--- src/rtl/mem_req_arbiter.sv ---
// mem_req_arbiter: round-robin fetch/data arbiter onto a four-phase ren/wen/ack channel with timeout retry
module mem_req_arbiter #(
  parameter int TIMEOUT = 256,
  parameter int RETRIES = 2
) (
  input  logic        clk,
  input  logic        rst,
  input  logic        if_req,
  input  logic [31:0] if_addr,
  output logic [31:0] if_rdata,
  output logic        if_done,
  output logic        if_err,
  input  logic        d_ren,
  input  logic        d_wen,
  input  logic [31:0] d_addr,
  input  logic [31:0] d_wdata,
  output logic [31:0] d_rdata,
  output logic        d_done,
  output logic        d_err,
  output logic [31:0] mem_addr,
  output logic [31:0] mem_data_i,
  output logic        mem_ren,
  output logic        mem_wen,
  input  logic        mem_ack,
  input  logic [31:0] mem_data_o,
  output logic        busy
);
  localparam int TW = $clog2(TIMEOUT);
  localparam int RW = (RETRIES < 1) ? 1 : $clog2(RETRIES + 1);
  typedef enum logic [1:0] {IDLE, ISSUE, RELEASE, DONE} state_t;
  state_t state, state_n;
  logic [TW-1:0] tcnt;
  logic [RW-1:0] rcnt;
  logic [31:0] rbuf;
  logic retry, err, port, op_wr, last_d;
  logic d_c, gnt_d, tmo, op_wr_n;
  assign d_c = d_ren | d_wen;
  assign gnt_d = d_c & (!if_req | !last_d);
  assign tmo = tcnt == TW'(TIMEOUT - 1);
  assign op_wr_n = (state == IDLE) ? gnt_d & d_wen : op_wr;
  always_comb begin
    state_n = state;
    case (state)
      IDLE:    state_n = (if_req | d_c) ? ISSUE : IDLE;
      ISSUE:   state_n = (mem_ack | tmo) ? RELEASE : ISSUE;
      RELEASE: state_n = mem_ack ? RELEASE : (retry ? ISSUE : DONE);
      default: state_n = IDLE;
    endcase
  end
  always_ff @(posedge clk) begin
    if (rst) begin
      state <= IDLE;
      {if_rdata, if_done, if_err, d_rdata, d_done, d_err} <= '0;
      {mem_addr, mem_data_i, mem_ren, mem_wen, busy} <= '0;
      {tcnt, rcnt, rbuf, retry, err, port, op_wr} <= '0;
      last_d <= 1'b1;
    end else begin
      state <= state_n;
      busy <= state_n != IDLE;
      mem_ren <= state_n == ISSUE && !op_wr_n;
      mem_wen <= state_n == ISSUE && op_wr_n;
      if_done <= state_n == DONE && !port;
      d_done <= state_n == DONE && port;
      if_err <= state_n == DONE && !port && err;
      d_err <= state_n == DONE && port && err;
      if (state == RELEASE && state_n == DONE && !op_wr) begin
        if (port) d_rdata <= rbuf;
        else if_rdata <= rbuf;
      end
      case (state)
        IDLE: if (if_req | d_c) begin
          port <= gnt_d;
          last_d <= gnt_d;
          op_wr <= gnt_d & d_wen;
          mem_addr <= gnt_d ? d_addr : if_addr;
          mem_data_i <= gnt_d ? d_wdata : '0;
          {tcnt, rcnt, retry, err} <= '0;
        end
        ISSUE: if (mem_ack) begin
          rbuf <= mem_data_o;
          err <= 1'b0;
        end else if (tmo) begin
          if (rcnt < RW'(RETRIES)) begin
            rcnt <= rcnt + 1'b1;
            retry <= 1'b1;
          end else begin
            err <= 1'b1;
            rbuf <= '0;
          end
        end else tcnt <= tcnt + 1'b1;
        RELEASE: if (!mem_ack && retry) begin
          tcnt <= '0;
          retry <= 1'b0;
        end
        default: ;
      endcase
    end
  end
endmodule
--- config.mk ---
export PLATFORM = sky130hd
export DESIGN_NAME = mem_req_arbiter
export DESIGN_NICKNAME = d
export VERILOG_FILES = /design/src/rtl/mem_req_arbiter.sv
export SDC_FILE = /design/constraint.sdc
export NUM_CORES = 1
export LEC_CHECK = 0
export CORE_ASPECT_RATIO = 1.4
export CORE_UTILIZATION = 39
export CTS_CLUSTER_DIAMETER = 30
export CTS_CLUSTER_SIZE = 8
export DETAILED_ROUTE_END_ITERATION = 8
export GPL_ROUTABILITY_DRIVEN = 1
export GPL_TIMING_DRIVEN = 0
export HOLD_SLACK_MARGIN = 0.03
export PLACE_DENSITY = 0.83
export SETUP_SLACK_MARGIN = 0.3
export SLEW_MARGIN = 20
export SYNTH_ARGS = -nofsm -noshare
export SYNTH_HDL_FRONTEND = slang
export SYNTH_SLANG_ARGS = --single-unit
--- constraint.sdc ---
create_clock -name clk -period 2.3 [get_ports clk]
set_input_delay 0.46 -clock clk [delete_from_list [all_inputs] [get_ports clk]]
set_output_delay 0.46 -clock clk [all_outputs]
set_load 0.02 [all_outputs]
==> After elaboration in Yosys (flattened, before gate mapping) <==
Index checks and enable logic that the tools add are counted.
{ "op_classes": {"addsub": 2, "reduce_logical": 28, "mux": 31, "n_eq_ne": 14, "bitwise": 7, "n_lt_le_gt_ge": 1} }
{ "op_table": {"columns": ["op", "n"], "rows": [
  ["2-to-1 mux 32 bit", 5],
  ["2-to-1 mux 8 bit", 4],
  ["case mux 8 bit (3 select lines)", 1],
  ["2-to-1 mux 2 bit", 7],
  ["2-to-1 mux 1 bit", 10],
  ["inequality test 2 bit, second input constant", 5],
  ["AND reduction 5 bit", 2],
  ["logical AND 1 bit", 9],
  ["adder 8 x 1 -> 8 bit, second input constant", 1],
  ["== test 8 bit, second input constant", 1],
  ["logical NOT 1 bit", 6],
  ["inequality test 3 bit, second input constant", 2],
  ["case mux 2 bit (3 select lines)", 1],
  ["AND reduction 2 bit", 3],
  ["AND reduction 6 bit", 1],
  ["nonzero test 2 bit", 3],
  ["== test 2 x 1 -> 1 bit, second input constant", 2],
  ["== test 2 bit, second input constant", 2],
  ["inequality test 2 x 1 -> 1 bit, second input constant", 2],
  ["bitwise OR 1 bit", 4],
  ["case mux 2 bit (2 select lines)", 1],
  ["AND reduction 4 bit", 1],
  ["case mux 1 bit (3 select lines)", 1],
  ["AND reduction 3 bit", 1],
  ["other kinds (7)", 8]
]} }
{ "word_totals": {"output_inout_bits": 135, "wordCells": 103, "reg_bits": 184, "inputBits": 134} }

==> Logic depth before layout (Yosys ltp) <==
Gate-level depths: netlist of run 1.
{ "logic_depth": {"depth_word": 8, "ltp_mapped": 7, "mapped_depth_nobuf": 5} }

==> Worst setup path after synthesis of run 1 <==
OpenSTA, ideal clock, no wires.
{ "synth_timing": {"path_type": "input to register", "startpoint": "input port d_ren", "endpoint": "register tcnt[2]", "t_required_ns": 2.240, "setup_ns": 0.060, "stages": 5, "path_buffers": 1, "path_slack_ns": 0.523, "arrival_ns": 1.717, "cell_sequence": "or3_1 buf_2 a211o_1 a2111o_1 nand2_1"} }
{ "synth_between": {"elab_chain_len": 4} }
{ "synth_rtl": {"columns": ["item", "line_no", "text"], "rows": [
  ["start, declared", "13", "input logic d_ren,"],
  ["bitwise OR 1 bit", "37", "assign d_c = d_ren | d_wen;"],
  ["bitwise OR 1 bit", "71", "IDLE: if (if_req | d_c) begin"],
  ["inequality test 2 x 1 -> 1 bit (no source line)", null, null],
  ["AND reduction 5 bit (no source line)", null, null],
  ["end signal, assigned", "90", "end else tcnt <= tcnt + 1'b1;"],
  ["end, declared", "32", "logic [TW-1:0] tcnt;"]
]} }
Every way passes these cells.
A chain may end at the register's enable or synchronous reset.

==> Worst setup path after layout of run 1 <==
{ "layout_timing": {"startpoint": "register state[1]", "endpoint": "register if_rdata[10]"} }
{ "layout_between": {"elab_chain_len": 6, "word_cells_on_any_way": 8, "cone_classes": "3 x eq/ne; 1 x mux; 4 x reduce/logical"} }
{ "layout_rtl": {"columns": ["item", "line_no", "text"], "rows": [
  ["start, declared", "31", "state_t state, state_n;"],
  ["start signal, assigned", "58", "state <= state_n;"],
  ["== test 2 bit (tied with other cells)", "43, 66", null],
  ["case mux 2 bit (3 select lines)", "43", "case (state)"],
  ["== test 2 bit", "66", "if (state == RELEASE && state_n == DONE && !op_wr) begin"],
  ["logical AND 1 bit * (2 in series)", "66", null],
  ["AND reduction 2 bit (no source line) *", null, null],
  ["end signal, assigned", "68", "else if_rdata <= rbuf;"],
  ["end, declared", "10", "output logic [31:0] if_rdata,"]
]} }
Mark *: on every way between the ends. The rest lies on a longest branch, timed or not.

==> impl_metrics.toml, run 1 <==
[setup_path]
endpoint_kind = "register"
critPathSlowestCell = "or4b_4"
worstSetupPathType = "register to register"
cp.arrival_ns = 2.23
cp.required_ns = 2.59
worst_setup_path_start_kind = "register"
path_cells = "or4b_4 > nor3_4 > buf_4 > buf_6 > mux2i_1 > nor2_1"
path_buf_inv = 2
crit_family = "simple AND/OR/NAND/NOR gates"
cp_max_fo = 10
cp_slowest_stage_delay_ns = 0.53

[global_routing]
first_global_vias = 6408
grt_max_degree = 18
globalRouteOverflowTotal = 0
grt_pass1_wl_um = 32200
antenna_found_initial = 3
grt_use_total = 0.221

[floorplanning]
pin_count = 269
core_mm2 = 0.0175
dieArea_mm2 = 0.0185
die_h_um = 160
start_util = 0.400
die-width_um = 115
rows = 57

[logic_synthesis]
async_flop_share = 0
synth.most_common_cell = "dfxtp_1"
syn-num-nets = 872
synth-seq-cells = 184
postSynthAreaPerCell_um2 = 9.48
synth_top_cell_by_area = "dfxtp_1"
synth_top_area_frac = 0.527
yosysUniqueCellTypes = 46
synthFlopType = "dfxtp_1"
synth_area_leaders = "dfxtp_1 (53%), mux2i_1 (9.9%), nand2_1 (5.9%)"
yosysSeqAreaShare = 0.527
synth_cells = 737
syn-cell-area_mm2 = 0.00699
ys_top_cells_by_count = "dfxtp_1 (184), nand2_1 (110), a21oi_1 (77), nor2_1 (71), mux2i_1 (69)"
synth_edf_count = 0
synth_warnings = 0

[power_and_ir_drop]
ir_drop_uv = 399
p_comb_frac = 0.205
p_leak_uw = 0.00389
switchingPower_uw = 2300
swShare = 0.283
clkPwrFrac = 0.363
power.internal_uw = 5840
powerDensity_mw_per_mm2 = 765
seq_power_share = 0.432

[final_layout]
synthToLayoutAreaGrowth_pct = 52.5
seqCellArea_mm2 = 0.00368
nets = 1162
multi_input_area_mm2 = 0.00300
num-fill-cells = 1476
final_util = 0.610
drive_above_1_share = 0.0934
final-instance-count-excl-fill = 1277

[clock_tree]
clkLatencyLatePin_ns = 0.42
htree_num_levels = 4
clkSlewWorstSetupHoldPaths_ns = 0.07
cts_max_path_buffers = 2
cts_tree = "done"
numCtsBuffers = 17
clk_root_buffer_cell = "clkbuf_16"
cts_sinks = 184

[detailed_routing]
ant_nets = 0
via_count = 6404
drtIter0Drc = 347
totalWireLength_um = 19900
vias_per_cell = 5.01
wl_per_cell_um = 15.6
first_pass_iters = 5
drc = 0

[timing]
rsz0062_at_grt = "yes"
max_freq_ghz = 0.515
fin_crit_sh = 0.844
hold_viol = 0
drv_slew = 0
setup_violations = 0
tightest_slew_ns = 0.688
finalClockSkew_ns = 0.0197
finalWorstSetupSlack_ns = 0.358
slew_headroom = 0.541
fin_crit_ns = 1.94

[placement]
globalplace.congestion = 0.839
place_ws_ns = -0.287
dp_hpwl_um = 15200
numPortBuffers = 267
dp_cells = 1240

[run]
maxCapViolCount = 0

[status]
status = "finished, final reports clean"

[hold_path]
worstHoldPathType = "input port to register"
-- per-layer routing --
| layer | vias up | global-route usage | routed length [um] |
|---|---|---|---|
| met5 | - | 0 | 12 |
| met4 | 2 | 0.0826 | 480 |
| met3 | 32 | 0.0615 | 1170 |
| met2 | 230 | 0.399 | 10400 |
| met1 | 2963 | 0.242 | 7900 |
| li1 | 3177 | - | - |
-- area by class of cell --
cell class / instances / area share
Sequential cell: 184 / 0.346
Antenna cell: 2 / 0.000470
Multi-Input combinational cell: 488 / 0.282
Clock inverter: 13 / 0.0154
Buffer: 58 / 0.0310
Inverter: 7 / 0.00247
Tap cell: 236 / 0.0277
Clock buffer: 18 / 0.0412
Timing Repair Buffer: 271 / 0.254
-- cells in the final DEF, fill, tap and decap left out, drive strengths merged, types with 3 or more instances in the layout --
| master | n |
|---|---|
| clkdlybuf4s50 | 264 |
| dfxtp | 184 |
| nand2 | 110 |
| a21oi | 77 |
| nor2 | 71 |
| mux2i | 69 |
| clkbuf | 45 |
| nand3 | 41 |
| a211oi | 36 |
| buf | 35 |
| a22o | 32 |
| inv | 13 |
| nor3 | 6 |
| o21ai | 6 |
| nand2b | 5 |
| nor4 | 3 |
| and3 | 3 |
| a2111o | 3 |
| o2111ai | 3 |
| clkinvlp | 3 |
| dlymetal6s2s | 3 |
-- state kept, by name, indices dropped and copies added, names as in the netlist, 2 cells and up --
register    count
d_rdata        32
if_rdata       32
mem_addr       32
mem_data_i     32
rbuf           32
rcnt            2
state           2
tcnt            8
-- cell families (layout without fill, tap and decap cells) --
logic type / count (synthesis) / after routing / share of synthesized area
flops: 184 / 184 / 0.527
other cells: 0 / 2 / 0
simple gates: 252 / 252 / 0.158
compound gates: 166 / 166 / 0.166
mux: 69 / 69 / 0.0989
fa+ha+maj: 1 / 1 / 0.00179
buf+inv: 65 / 367 / 0.0476
-- what timing repair did --
item	in CTS	in global routing
cloned	0	0
pin swaps	0	2
endpoints found under the setup margin	72	104
gates resized for setup	10	14
hold buffers	0	0
setup buffers	0	4
-- tightest hold or removal path, delay by kind of cell --
| family | cells | cell delay (ns) |
|---|---|---|
| buffers and inverters | 1 | 0.15 |
| and+or+nand+nor | 1 | 0.10 |
| AOI/OAI and AO/OA | 1 | 0.07 |
-- final timing paths --
check             cells after the start                     endpoint  slack [ns]                         from
hold / removal                        3           op_wr$_SDFFE_PP0P_        0.42                        d_wen
hold reg to reg                       2  mem_data_i[18]$_SDFFE_PP0P_        0.45  mem_data_i[18]$_SDFFE_PP0P_
setup / recovery                      6    if_rdata[10]$_SDFFE_PP0P_        0.36          state[1]$_SDFF_PP0_
setup reg to reg                      6    if_rdata[10]$_SDFFE_PP0P_        0.36          state[1]$_SDFF_PP0_
-- metrics by stage --
stage | instance area (um^2) | total power (uW) | setup TNS [ns] | hold slack, ns
detailed placement | 9950 | 5230 | -14.36 | 0.443
floorplan | 6990 | 4460 | 0 | 0.435
global route | 10700 | 8510 | 0 | 0.434
finish | 10700 | 8150 | 0 | 0.418
CTS | 10600 | 8200 | 0 | 0.455
global placement | 9950 | 5210 | -13.22 | 0.437
-- power groups by stage --
stage / Combinational (uW) / Sequential [uW] / Clock, uW
detailed placement: 1650 / 3580 / 0
finish: 1670 / 3520 / 2960
global placement: 1630 / 3580 / 0
floorplan: 696 / 3760 / 0
global route: 1800 / 3540 / 3170
CTS: 1660 / 3520 / 3020
No activity file was read; power rests on OpenSTA's default activity.
==> run 2: changes to the inputs <==
clock period = 2 ns   (was 2.3 ns; I/O delays follow)
==> impl_metrics.toml, run 2 (synthesis gave the netlist of run 1 again) <==
[power_and_ir_drop]
swShare = 0.297
ir_drop_uv = 486
switchingPower_uw = 2820
clkPwrFrac = 0.361
power.internal_uw = 6670
p_comb_frac = 0.214
seq_power_share = 0.425
powerDensity_mw_per_mm2 = 858
p_leak_uw = 0.00467

[setup_path]
endpoint_kind = "register"
cp.arrival_ns = 2.13
worstRegToRegCells = 6
cp.required_ns = 2.29
worst_setup_path_start_kind = "register"
cp_slowest_stage_delay_ns = 0.58
setup.worst_path.start = "state[0]$_SDFF_PP0_"
path_cells = "or4b_4 > or3_4 > buf_8 > clkbuf_16 > nand2_1 > a21oi_1"
cp_max_fo = 6
crit_cells = 6
critPathSlowestCell = "or4b_4"
crit_family = "simple AND/OR/NAND/NOR gates"
worstSetupPathType = "register to register"
rr_startpoint = "state[0]$_SDFF_PP0_"
path_buf_inv = 2

[timing]
setup_violations = 0
finalClockSkew_ns = 0.0157
tightest_slew_ns = 0.682
drv_slew = 0
fin_crit_sh = 0.916
slew_headroom = 0.545
max_freq_ghz = 0.546
rsz0062_at_grt = "yes"
fin_crit_ns = 1.83
hold_viol = 0

[placement]
place_area_mm2 = 0.00995
dp_hpwl_um = 15200
numPortBuffers = 267
globalplace.congestion = 0.849
dp_cells = 1240

[floorplanning]
rows = 57
pin_count = 269
start_util = 0.400
dieArea_mm2 = 0.0185
die_h_um = 160
die-width_um = 115
core_mm2 = 0.0175

[detailed_routing]
vias_per_cell = 5.03
drc = 0
drtIter0Drc = 297
first_pass_iters = 5
via_count = 6533
totalWireLength_um = 21600
wl_per_cell_um = 16.7
ant_nets = 0

[global_routing]
antenna_found_initial = 2
first_global_vias = 6519
grt_use_total = 0.230
grt_max_degree = 20
globalRouteOverflowTotal = 0
grt_pass1_wl_um = 33200

[final_layout]
drive_above_1_share = 0.156
nets = 1183
final_common_cell = "dfxtp_1"
fin_area_mm2 = 0.0111
final-instance-count-excl-fill = 1298
final_cell_mix = "dfxtp_1 (178), dlygate4sd2_1 (138), clkdlybuf4s50_1 (128)"
synthToLayoutAreaGrowth_pct = 58.5

[hold_path]
worstHoldPathType = "register to register"
hp-start = "mem_data_i[12]$_SDFFE_PP0P_"
hold_depth = 2

[clock_tree]
cts_max_path_buffers = 2
cts_sinks = 184
clkSlewWorstSetupHoldPaths_ns = 0.08
clk_root_buffer_cell = "clkbuf_16"
numCtsBuffers = 17
clkLatencyLatePin_ns = 0.43
cts_tree = "done"
htree_num_levels = 4

[status]
status = "finished, final reports clean"

[run]
maxCapViolCount = 0
==> run 2: tightest hold or removal path, cell delays in order, from the launching register on <==
cell and delay [ns]:
dfxtp_1 0.31, nand2_1 0.05, a21oi_1 0.05
==> run 2: path summary, 6_finish.rpt <==
| path | end | slack [ns] |
|---|---|---|
| min | mem_data_i[12]$_SDFFE_PP0P_ | 0.45 |
| min reg2reg | mem_data_i[12]$_SDFFE_PP0P_ | 0.45 |
| max reg2reg | d_rdata[24]$_SDFFE_PP0P_ | 0.17 |
| max | d_rdata[24]$_SDFFE_PP0P_ | 0.17 |
==> run 2: routing by layer <==
layer | vias to the layer above | track usage | wire, um
met5 | - | 0 | 13
met4 | 2 | 0.0945 | 648
met3 | 46 | 0.0660 | 1270
met2 | 230 | 0.414 | 11500
met1 | 3046 | 0.249 | 8170
li1 | 3209 | - | -
==> run 2: metrics by stage <==
stage               setup TNS, ns   util  total power, uW  hold WS (ns)  setup slack (ns)
finish                          0  0.634             9500         0.449             0.168
global placement           -46.03  0.570             5990         0.437            -0.421
floorplan                       0      -             5120         0.435             0.308
CTS                             0  0.613             9430         0.412             0.200
detailed placement         -49.62  0.570             6010         0.446            -0.486
global route                    0  0.634             9910         0.473             0.134
==> run 2: area by class of cell <==
type	count	area (um^2)
fillers	1483	6400
flip-flops and latches	184	3690
multi-input cells	488	3210
repair buffers	292	2750
plain buffers	58	478
clock buffers	18	439
well taps	236	295
clock inverters	14	180
inverters	7	30.0
diodes	1	2.50
==> run 2: power groups by stage <==
stage          logic (uW)  registers (uW)  clock network [uW]
4_1_cts              1900            4030                3500
6_report             2040            4040                3430
3_3_place_gp         1870            4110                   0
5_1_grt              2180            4060                3660
3_5_place_dp         1890            4120                   0
2_1_floorplan         801            4320                   0
==> run 2: what timing repair did <==
item                                    CTS  global route
hold buffers                              0             0
setup buffers                             6            12
pin swaps                                12            15
resized for setup                       210            65
endpoints found under the setup margin  313           162
gates cloned                              4             3
